`src/rtl/pong_score_keeper.sv`:
```
// -----------------------------------------------------------------------------
// pong_score_keeper
//
// Two-player Pong score counter. Point strobes from the ball/collision logic
// are synchronised and edge-detected, then counted into per-player BCD
// scores (tens/ones, saturating at 99). The block detects the end of the game
// and drives the digit buses for the seven-segment decoders.
//
// Parameters:
//   WIN_SCORE  points needed to win (legal range 1..99)
//
// Ports:
//   CLK                 system clock, rising edge
//   RESETN              asynchronous active-low reset
//   P1_POINT, P2_POINT  point strobes (may be asynchronous), one point per rise
//   NEW_GAME            synchronous clear to 0-0, restart play
//   P1_TENS, P1_ONES    player 1 score, BCD
//   P2_TENS, P2_ONES    player 2 score, BCD
//   GAME_OVER           high once a player has won
//   WINNER              00 none, 01 player 1, 10 player 2
//
// Build option:
//   PONG_WIN_BY_TWO_EN  when defined, a win also needs a lead of at least two
//                       (a point scored at 99 wins outright).
// -----------------------------------------------------------------------------
module pong_score_keeper #(
  parameter int unsigned WIN_SCORE = 11
) (
  input  logic       CLK,
  input  logic       RESETN,
  input  logic       P1_POINT,
  input  logic       P2_POINT,
  input  logic       NEW_GAME,
  output logic [3:0] P1_TENS,
  output logic [3:0] P1_ONES,
  output logic [3:0] P2_TENS,
  output logic [3:0] P2_ONES,
  output logic       GAME_OVER,
  output logic [1:0] WINNER
);

  typedef enum logic {
    PLAY = 1'b0,
    OVER = 1'b1
  } state_e;

  localparam logic [6:0] WIN_BIN = 7'(WIN_SCORE);

  state_e     state_q, state_d;
  logic [7:0] p1_q, p1_d;       // {tens, ones}
  logic [7:0] p2_q, p2_d;
  logic [1:0] winner_q, winner_d;

  // Bit 0 carries player 1, bit 1 player 2.
  logic [1:0] s1_q, s2_q, prv_q;
  logic [1:0] ev;

  logic [7:0] p1_nxt, p2_nxt;
  logic       p1_win, p2_win;

  // BCD increment with saturation at 99.
  function automatic logic [7:0] bcd_inc(input logic [7:0] v);
    logic [7:0] r;
    if (v == 8'h99)
      r = v;
    else if (v[3:0] == 4'd9)
      r = {v[7:4] + 4'd1, 4'd0};
    else
      r = {v[7:4], v[3:0] + 4'd1};
    return r;
  endfunction

  function automatic logic [6:0] bcd2bin(input logic [7:0] v);
    return (7'(v[7:4]) * 7'd10) + 7'(v[3:0]);
  endfunction

  assign ev     = s2_q & ~prv_q;
  assign p1_nxt = bcd_inc(p1_q);
  assign p2_nxt = bcd_inc(p2_q);

`ifdef PONG_WIN_BY_TWO_EN
  // The lead test uses the opponent's current score; it cannot change in the
  // same cycle because simultaneous events are discarded.
  assign p1_win = (p1_q == 8'h99) ||
                  ((bcd2bin(p1_nxt) >= WIN_BIN) &&
                   (bcd2bin(p1_nxt) >= bcd2bin(p2_q) + 7'd2));
  assign p2_win = (p2_q == 8'h99) ||
                  ((bcd2bin(p2_nxt) >= WIN_BIN) &&
                   (bcd2bin(p2_nxt) >= bcd2bin(p1_q) + 7'd2));
`else
  assign p1_win = (bcd2bin(p1_nxt) == WIN_BIN);
  assign p2_win = (bcd2bin(p2_nxt) == WIN_BIN);
`endif

  always_comb begin
    state_d  = state_q;
    p1_d     = p1_q;
    p2_d     = p2_q;
    winner_d = winner_q;
    if (NEW_GAME) begin
      state_d  = PLAY;
      p1_d     = '0;
      p2_d     = '0;
      winner_d = '0;
    end else if (state_q == PLAY) begin
      unique case (ev)
        2'b01: begin
          p1_d = p1_nxt;
          if (p1_win) begin
            state_d  = OVER;
            winner_d = 2'b01;
          end
        end
        2'b10: begin
          p2_d = p2_nxt;
          if (p2_win) begin
            state_d  = OVER;
            winner_d = 2'b10;
          end
        end
        default: ;  // no event, or simultaneous events discarded
      endcase
    end
  end

  // Synchroniser/edge registers run regardless of NEW_GAME so a held input
  // does not re-score after the clear.
  always_ff @(posedge CLK or negedge RESETN) begin
    if (!RESETN) begin
      s1_q     <= '0;
      s2_q     <= '0;
      prv_q    <= '0;
      state_q  <= PLAY;
      p1_q     <= '0;
      p2_q     <= '0;
      winner_q <= '0;
    end else begin
      s1_q     <= {P2_POINT, P1_POINT};
      s2_q     <= s1_q;
      prv_q    <= s2_q;
      state_q  <= state_d;
      p1_q     <= p1_d;
      p2_q     <= p2_d;
      winner_q <= winner_d;
    end
  end

  assign P1_TENS   = p1_q[7:4];
  assign P1_ONES   = p1_q[3:0];
  assign P2_TENS   = p2_q[7:4];
  assign P2_ONES   = p2_q[3:0];
  assign GAME_OVER = (state_q == OVER);
  assign WINNER    = winner_q;

endmodule
```
`config.mk`:
```
export PLATFORM = sky130hd
export DESIGN_NAME = pong_score_keeper
export DESIGN_NICKNAME = d
export VERILOG_FILES = /design/src/rtl/pong_score_keeper.sv
export SDC_FILE = /design/constraint.sdc
export NUM_CORES = 1
export LEC_CHECK = 0
export BUFFER_PORTS_ARGS = -buffer_cell sky130_fd_sc_hd__buf_2
export CORE_MARGIN = 2
export CORE_UTILIZATION = 45
export CTS_CLUSTER_DIAMETER = 100
export DETAILED_ROUTE_END_ITERATION = 16
export PLACE_DENSITY = 0.67
export SLEW_MARGIN = 20
export SYNTH_ARGS = -nofsm -noshare
export SYNTH_HDL_FRONTEND = slang
export SYNTH_SLANG_ARGS = --single-unit
```
`constraint.sdc`:
```
create_clock -name CLK -period 3.65 [get_ports CLK]
set_input_delay 0.73 -clock CLK [delete_from_list [all_inputs] [get_ports CLK]]
set_output_delay 0.73 -clock CLK [all_outputs]
set_load 0.1 [all_outputs]
```
* Word level (Yosys, flattened, before mapping)
Cells that the tools add are included.
** Storage, ports and cells
- Flip-flop bits (word level) :: 25
- Bits of input ports :: 5
- Output and inout port bits :: 19
- Logic and storage cells :: 54
** Cells by class
- Add/sub/neg operators :: 6
- $mul :: 2
- Equality and inequality tests :: 11
- Mux-type cells :: 20
- Bitwise logic cells :: 2
- Reductions and logical operators :: 6
** Operators by type and width (number)
- 8-bit 2-to-1 mux :: 10
- 4-bit by 1-bit adder with 4-bit output, second input constant :: 4
- 8-bit == test, second input constant :: 2
- 7-bit by 4-bit adder with 7-bit output :: 2
- 7-bit by 4-bit == test with 1-bit output, second input constant :: 2
- 4-bit by 3-bit multiplier with 6-bit output, second input constant :: 2
- 4-bit == test, second input constant :: 2
- 2-bit 2-to-1 mux :: 4
- 3-bit != test, second input constant :: 2
- 1-bit 2-to-1 mux :: 4
- 2-bit one-hot mux with 2 select lines :: 1
- 2-bit AND reduction :: 2
- 4-bit AND reduction :: 1
- 2-bit nonzero test :: 2
- 3-bit nonzero test :: 1
- 2-bit bitwise AND :: 1
- 2-bit by 1-bit == test with 1-bit output, second input constant :: 1
- 2-bit == test, second input constant :: 1
- 2-bit != test, second input constant :: 1
- 2-bit inverter :: 1
- 1-bit one-hot mux with 2 select lines :: 1

* Depth between registers and ports, before layout
Gate-level depths: netlist of run 1.
- Depth in word-level cells :: 10
- Depth in mapped cells :: 17
- Depth with buffers taken out :: 16

* Worst setup path after synthesis of run 1
No wires, ideal clock.
- Kind :: reg2reg
- Start :: reg p1_q[0]
- End :: reg winner_q[1] (netlist: WINNER[1])
- Library setup time :: 66 ps
- Arrival :: 4460 ps
- Required time :: 3584 ps
- Setup slack :: -877 ps
- Cell stages (with the launch flop) :: 16
- Period minus slack after synthesis :: 4527 ps
- Cells stage by stage :: dfrtp_1 ha_1 and3b_1 clkbuf_1 nand2_1 a21oi_1 inv_1 ha_1 ha_1 fa_1 nand2_1 a2111oi_0 o311ai_1 o31ai_2 nor3b_1 a41o_1
** On the way
- Longest elaborated chain between the ends :: 8
- Elaborated cells on any way between the ends :: 10
** RTL lines
- start, declared :: RTL line 50 : logic [7:0] p1_q, p1_d;
- start signal, assigned :: RTL line 142 : p1_q <= p1_d;
- 4-bit == test :: RTL line 66 : else if (v[3:0] == 4'd9)
- 8-bit 2-to-1 mux :: RTL line 66
- 8-bit 2-to-1 mux * :: RTL line 64 : if (v == 8'h99)
- 4-bit by 3-bit multiplier with 6-bit output :: RTL line 74 : return (7'(v[7:4]) * 7'd10) + 7'(v[3:0]);
- 7-bit by 4-bit adder with 7-bit output * :: RTL line 74
- 7-bit by 4-bit == test with 1-bit output * :: RTL line 91 : assign p1_win = (bcd2bin(p1_nxt) == WIN_BIN);
- 3-bit != test (no source line) *
- 4-bit AND reduction (no source line) *
- end signal, assigned :: RTL line 144 : winner_q <= winner_d;
- end, declared :: RTL line 52 : logic [1:0] winner_q, winner_d;
Every way passes the cells marked *; elsewhere a longest branch is shown, timed or not.
A chain may end at the register's enable or synchronous reset.

* Worst setup path in the final report of run 1
Same ends and word-level chain as after synthesis.

==> results by group, run 1 <==
Setup path
  – CP Class: register to register
  – Reg2Reg Depth: 15
  – Reg2reg end: WINNER[1]
  – Worst Setup End Kind: register
  – Req. time, crit path: 3.85 ns
  – Reg2Reg Setup Slack: 0.02 ns
  – Max Fanout on Critical Path: 5
  – Worst r2r src: p1_q[0]
  – Critical path arrival: 3.84 ns
  – Critical path startpoint category: register

Synth
  – Ys async rst share: 100%
  – Main combinational cell family by area after synthesis: simple AND/OR/NAND/NOR gates
  – Netlist cell types: 43
  – Cells after Synth: 220
  – Mux cell area share after synthesis: 1.03%
  – Ys flop type: dfrtp_1
  – Post-synthesis sequential area ratio: 32.1%
  – Synth Area in Simple Gates: 21.7%
  – Mapped Avg Cell Area: 8.87 um2
  – Synth Area in Adders: 18.2%
  – Synthesis Warnings: 0
  – Complex-gate fraction of the synthesized area: 14.6%
  – FF+latch count, synth: 25
  – Mapped cell area: 0.00195 mm2
  – Net Count, Synth: 251
  – Post-synthesis xor/xnor area fraction: 7.50%
  – Post-synth EDFFs: 0

CTS
  – Hold bufs inserted after CTS: 0
  – Clock Latency Late Sink: 0.27 ns
  – TritonCTS clock tree: yes
  – CTS clk-pin slew, worst paths: 0.09 ns
  – Max Root-Sink Buffers: 2
  – CTS buffer count: 3
  – Root Buffer: clkbuf_8
  – H-tree depth: 1
  – CTS sink cnt: 25

Power
  – Power Density: 226 mW/mm2
  – Tot Pwr: 562 uW
  – Pleak: 0.00115 uW
  – Maximum vdd drop: 0.220 mV

GRT
  – First-pass GRT wire length: 7380 um
  – Gr ovfl total: 0
  – Largest net degree at the start of global routing: 26
  – Initial antenna violation count: 0
  – Number of global-route vias before repair: 1596
  – Total GRT Usage: 18.6%

Route
  – Drt pass-1 iters: 4
  – Vias per Instance: 5.24
  – Remaining DRCs: 0
  – DRT antenna net count: 0
  – Vias: 1630
  – DRT iter0 DRCs: 65
  – WL final: 4370 um
  – Wirelength per Cell: 14.0 um

Floorplanning
  – Overall die height: 69.8 um
  – Num ports: 24
  – Die ar.: 0.00488 mm2
  – Die width: 69.8 um
  – Starting Density: 47.7%
  – Core area: 0.00409 mm2
  – Rows: 23

Timing
  – Fmax: 275 MHz
  – Clock skew: 0.0129 ns
  – RSZ-0062 raised after global routing: yes
  – Tightest Pin Transition: 0.616 ns
  – Rel. slew slack: 58.8%
  – Tcrit/Tclk final: 99.5%
  – Setup Viol. Count Final: 0
  – Final worst path period need: 3.63 ns
  – Final hold viol count: 0
  – Slew Limit Fails: 0

Finish
  – Syn-to-layout area delta: 27.2%
  – Count of filler cells inserted in the layout: 377
  – Antenna Diode Count: 0
  – Share of cells above drive strength 1: 33.7%
  – Post-route cell area: 0.00248 mm2
  – Nets: 293

Job
  – MaxCap Viol Count: 0

Place
  – DP Area: 0.00233 mm2
  – IO buf count: 23
  – Hpwl dp: 3200 um
  – GPL Wtd Cong: 0.825

Hold path
  – Worst Hold Depth: 0
  – Hold crit path type: register to register
  – Hold Startpoint: s1_q[1]
  – Hold endpoint: s2_q[1]

Outcome
  – Outcome: completed
==> how the worst max path moves through the flow <==
stage / from / slack (ns) / cells after the start / endpoint
finish: p1_q[0] / 0.02 / 15 / WINNER[1]
global route: p1_q[0] / -0.14 / 15 / WINNER[1]
CTS: p1_q[1] / 0.03 / 15 / WINNER[1]
detailed placement: p2_q[1] / -0.02 / 14 / GAME_OVER
global placement: p2_q[1] / 0.07 / 14 / GAME_OVER
floorplan: p1_q[1] / -0.10 / 17 / WINNER[1]
==> through the flow <==
| step | setup WS [ns] | std cells | setup TNS, ns | utilization, % | hold WS [ns] |
|---|---|---|---|---|---|
| final | 0.0168 | 311 | 0 | 60.7 | 0.354 |
| after global routing | -0.136 | 311 | -0.289 | 60.7 | 0.372 |
| after CTS | 0.0301 | 306 | 0 | 58.4 | 0.360 |
| after detailed placement | -0.0238 | 302 | -0.0238 | 57.0 | 0.337 |
| after global placement | 0.0748 | 302 | 0 | 57.0 | 0.342 |
| after floorplan | -0.105 | 220 | -0.192 | - | 0.331 |
==> synth_stat cells, types with 3 or more instances <==
master / instances / area (um2)
xnor2_1: 7 / 61.3
xor2_1: 7 / 61.3
nand3_1: 7 / 35.0
ha_1: 22 / 275
nor2_1: 10 / 37.5
inv_1: 16 / 60.1
fa_1: 4 / 80.1
o21ai_0: 10 / 50.1
a211oi_1: 3 / 22.5
a21o_1: 4 / 30.0
or3_1: 4 / 25.0
clkbuf_1: 5 / 18.8
nand3b_1: 4 / 30.0
dfrtp_1: 25 / 626
a21oi_1: 18 / 90.1
nor2b_1: 6 / 37.5
nand2_1: 35 / 131
==> kinds of logic after synthesis <==
group / after synthesis
AND/OR/NAND/NOR: 83
multiplexers: 2
adder cells (fa/ha/maj): 26
XOR/XNOR: 15
buffers and inverters: 23
flip-flops: 25
AO/OA/AOI/OAI: 46
==> final cells by class <==
cell class                 count  area, um2  share of cell area, %
clock buffer                   4       45.0                   1.82
inverter                      16       60.1                   2.42
multi-input combinational    172       1380                   55.5
sequential                    25        663                   26.7
tap                           50       62.6                   2.52
timing repair buffer          44        273                   11.0
==> worst max-delay path, stage by stage, from the launching register on <==
cell	delay (ns)
dfrtp_4	0.50
ha_4	0.17
and3b_2	0.24
nand2_4	0.10
nor2_4	0.04
a21oi_2	0.11
inv_1	0.07
ha_1	0.27
ha_2	0.18
fa_1	0.54
nand2_2	0.09
a2111oi_4	0.42
o311ai_4	0.18
o31ai_4	0.29
nor3b_2	0.21
a41o_1	0.17
==> flip-flops by register name, summed over array words and instances (netlist names) <==
name       count
s1_q           2
WINNER         2
p2_q           8
p1_q           8
prv_q          2
GAME_OVER      1
s2_q           2
==> power breakdown <==
part / internal (uW) / switching [uW] / total [uW]
Combinational: 28.0 / 78.9 / 107
Clock: 78.0 / 84.3 / 162
Sequential: 287 / 5.86 / 292
Total: 393 / 169 / 562
==> layout by cell type (no fill, tap or decap), types with 8 or more instances in the layout <==
cell     Yosys  layout
a21oi_1     18      16
buf_2        1      23
buf_4        0      21
dfrtp_1     25       9
dfrtp_2      0       9
ha_1        22      17
inv_1       16      14
nand2_1     35      32
nor2_1      10       8
o21ai_0     10       8
==> routing by layer <==
metal	global-route usage [%]	vias up	wire (um)
li1	-	843	-
met1	26.7	757	2180
met2	29.6	28	2030
met3	3.78	2	144
met4	2.99	0	16
met5	0	-	0
==> repair_timing <==
action	in CTS	in global routing
pin swaps	1	9
resized for setup	2	10
buffers inserted	0	5
setup endpoints to repair	2	3
(Power assumes the default switching activity.)
==> run 2: changes to the inputs <==
--- a/config.mk
+++ b/config.mk
@@ -8,9 +8,11 @@
 export BUFFER_PORTS_ARGS = -buffer_cell sky130_fd_sc_hd__buf_2
 export CORE_MARGIN = 2
 export CORE_UTILIZATION = 45
+export CTS_BUF_LIST = sky130_fd_sc_hd__clkbuf_16
 export CTS_CLUSTER_DIAMETER = 100
 export DETAILED_ROUTE_END_ITERATION = 16
 export PLACE_DENSITY = 0.67
+export RECOVER_POWER = 50
 export SLEW_MARGIN = 20
 export SYNTH_ARGS = -nofsm -noshare
 export SYNTH_HDL_FRONTEND = slang
==> run 2 against run 1 <==
Via count increased by 1.3%; final cell count decreased by 0.32%; die area unchanged; utilization increased by 1.0 points; clock skew decreased by 0.0054 ns; combinational power about the same; sequential cell count unchanged.
==> results by group, run 2 (synthesis results as in run 1) <==
Setup path
  – Max Fanout on Critical Path: 5 (unchanged)
  – Critical path startpoint category: register
  – Delay-heaviest family, CP: compound AO/OA/AOI/OAI gates
  – Slowest cell on crit path: fa_1
  – Worst Setup End Kind: register
  – Critical path arrival: 3.82 ns (-0.02 ns)
  – Buffers & Inverters on Critical Path: 1 (unchanged)
  – CP max stage delay: 0.54 ns (about the same)
  – Req. time, crit path: 3.84 ns (about the same)
  – CP Cell Sequence: ha_4, and3b_2, nand2_4, nor2_4, a21oi_2, inv_1, ha_1, ha_2, fa_1, nand2_2, a2111oi_4, o311ai_4, o31ai_4, nor3b_2, a41o_1
  – CP Class: register to register

Place
  – DP Area: 0.00233 mm2 (unchanged)
  – DP Cell Count: 302 (unchanged)
  – Hpwl dp: 3200 um (unchanged)
  – IO buf count: 23 (unchanged)
  – GPL Wtd Cong: 0.825 (unchanged)
  – Pre-CTS setup slack: -0.0238 ns (unchanged)

Finish
  – Syn-to-layout area delta: 29.4%
  – Top flop regs: p1_q (8), p2_q (8)
  – Commonest non-fill, non-tap cell in the layout: nand2_1
  – Share of cells above drive strength 1: 34.2% (+0.51 points)
  – Finished Layout Cells: 310 (-0.32%)
  – Final Util: 61.8% (+1.0 points)
  – Commonest cells after routing, fill and taps aside: 32 x nand2_1, 22 x buf_2, 20 x buf_4, 17 x ha_1
  – Post-route cell area: 0.00252 mm2 (+1.7%)
  – Nets: 292 (-0.34%)
  – Antenna Diode Count: 0 (unchanged)

GRT
  – Gr ovfl total: 0 (unchanged)
  – Initial antenna violation count: 0 (unchanged)
  – Number of global-route vias before repair: 1616 (+1.3%)
  – First-pass GRT wire length: 7530 um (+2.0%)
  – Largest net degree at the start of global routing: 26 (unchanged)
  – Total GRT Usage: 18.9% (+0.27 points)

CTS
  – Root Buffer: clkbuf_16
  – CTS sink cnt: 25 (unchanged)
  – CTS clk-pin slew, worst paths: 0.07 ns (-0.02 ns)
  – Max Root-Sink Buffers: 2 (unchanged)
  – Clock Latency Late Sink: 0.26 ns (about the same)
  – TritonCTS clock tree: yes
  – H-tree depth: 1 (unchanged)
  – CTS buffer count: 3 (unchanged)

Timing
  – Final hold viol count: 0 (unchanged)
  – Setup Viol. Count Final: 0 (unchanged)
  – Tightest Pin Transition: 1.41 ns (+0.790 ns)
  – Fmax: 275 MHz (about the same)
  – Worst hold margin: 0.350 ns (-0.00383 ns)
  – Rel. slew slack: 6.26% (-53 points)
  – Tcrit/Tclk final: 99.5% (about the same)
  – RSZ-0062 raised after global routing: yes
  – Slew Limit Fails: 0 (unchanged)
  – Clock skew: 0.00744 ns (-0.00544 ns)
  – Final worst path period need: 3.63 ns (-0.00182 ns)
  – Slack of the critical path: 0.0186 ns (+0.00182 ns)

Power
  – Maximum vdd drop: 0.316 mV (+43%)
  – Power Density: 254 mW/mm2 (+12%)
  – Pleak: 0.00117 uW (+1.2%)

Floorplanning
  – Num ports: 24 (unchanged)
  – Starting Density: 47.7% (unchanged)
  – Overall die height: 69.8 um (unchanged)
  – Die ar.: 0.00488 mm2 (unchanged)
  – Core area: 0.00409 mm2 (unchanged)
  – Die width: 69.8 um (unchanged)
  – Rows: 23 (unchanged)

Route
  – Vias: 1651 (+1.3%)
  – DRT antenna net count: 0 (unchanged)
  – Drt pass-1 iters: 4 (unchanged)
  – WL final: 4450 um (+1.8%)
  – Remaining DRCs: 0 (unchanged)
  – Wirelength per Cell: 14.3 um (+2.2%)
  – Routed met3 length: 148 um (+2.8%)
  – DRT iter0 DRCs: 72 (+11%)
  – Highest metal used: met4
  – DR WL met2: 2110 um (+3.9%)
  – Vias per Instance: 5.33 (+1.6%)
  – Wire length on met1: 2170 um (about the same)

Hold path
  – Hold crit path type: register to register

Outcome
  – Outcome: completed

Job
  – MaxCap Viol Count: 0 (unchanged)
==> run 2: cell types whose count changed in the layout (fill, tap and decap cells not counted), sizes merged <==
cell | previous run | this run
inv | 16 | 17
buf | 44 | 42
==> run 2: through the flow <==
| stage | total power, uW | setup TNS [ns] |
|---|---|---|
| finish | 640 | 0 |
| global route | 664 | -0.299 |
| CTS | 641 | 0 |
| detailed placement | 401 | -0.0238 |
| global placement | 401 | 0 |
| floorplan | 372 | -0.192 |
==> run 2: final cells by class <==
| class | instances | area, um2 |
|---|---|---|
| clock buffer | 3 | 75.1 |
| clock inverter | 1 | 3.75 |
| fill | 366 | 1560 |
| inverter | 16 | 60.1 |
| multi-input combinational | 172 | 1400 |
| sequential | 25 | 663 |
| tap | 50 | 62.6 |
| timing repair buffer | 43 | 264 |
==> run 2: per-layer routing <==
layer	global-route usage, %	up-vias
met3	3.78	2
met5	0	-
met4	1.71	0
met2	30.7	23
li1	-	842
met1	27.2	784
==> run 2: path summary, 6_finish.rpt <==
path	slack [ns]	depth (start not counted)	end	startpoint
worst max-delay path	0.02	15	WINNER[1]	p1_q[0]
worst min register to register	0.35	0	s2_q[1]	s1_q[1]
max in group asynchronous	1.86	1	p1_q[7]	RESETN
min in group asynchronous	0.79	1	GAME_OVER	RESETN
worst min-delay path	0.35	0	s2_q[1]	s1_q[1]
worst max register to register	0.02	15	WINNER[1]	p1_q[0]
==> run 2: timing repair <==
item	4_1_cts	5_1_grt
setup endpoints to repair	2	3
pin swaps	1	9
cloned	0	0
hold buffers	0	0
buffers inserted	0	4
resized for setup	3	12
==> run 2: power breakdown <==
group	switching (uW)	internal, uW
Combinational	78.3	27.4
Clock	94.6	146
Sequential	6.58	287
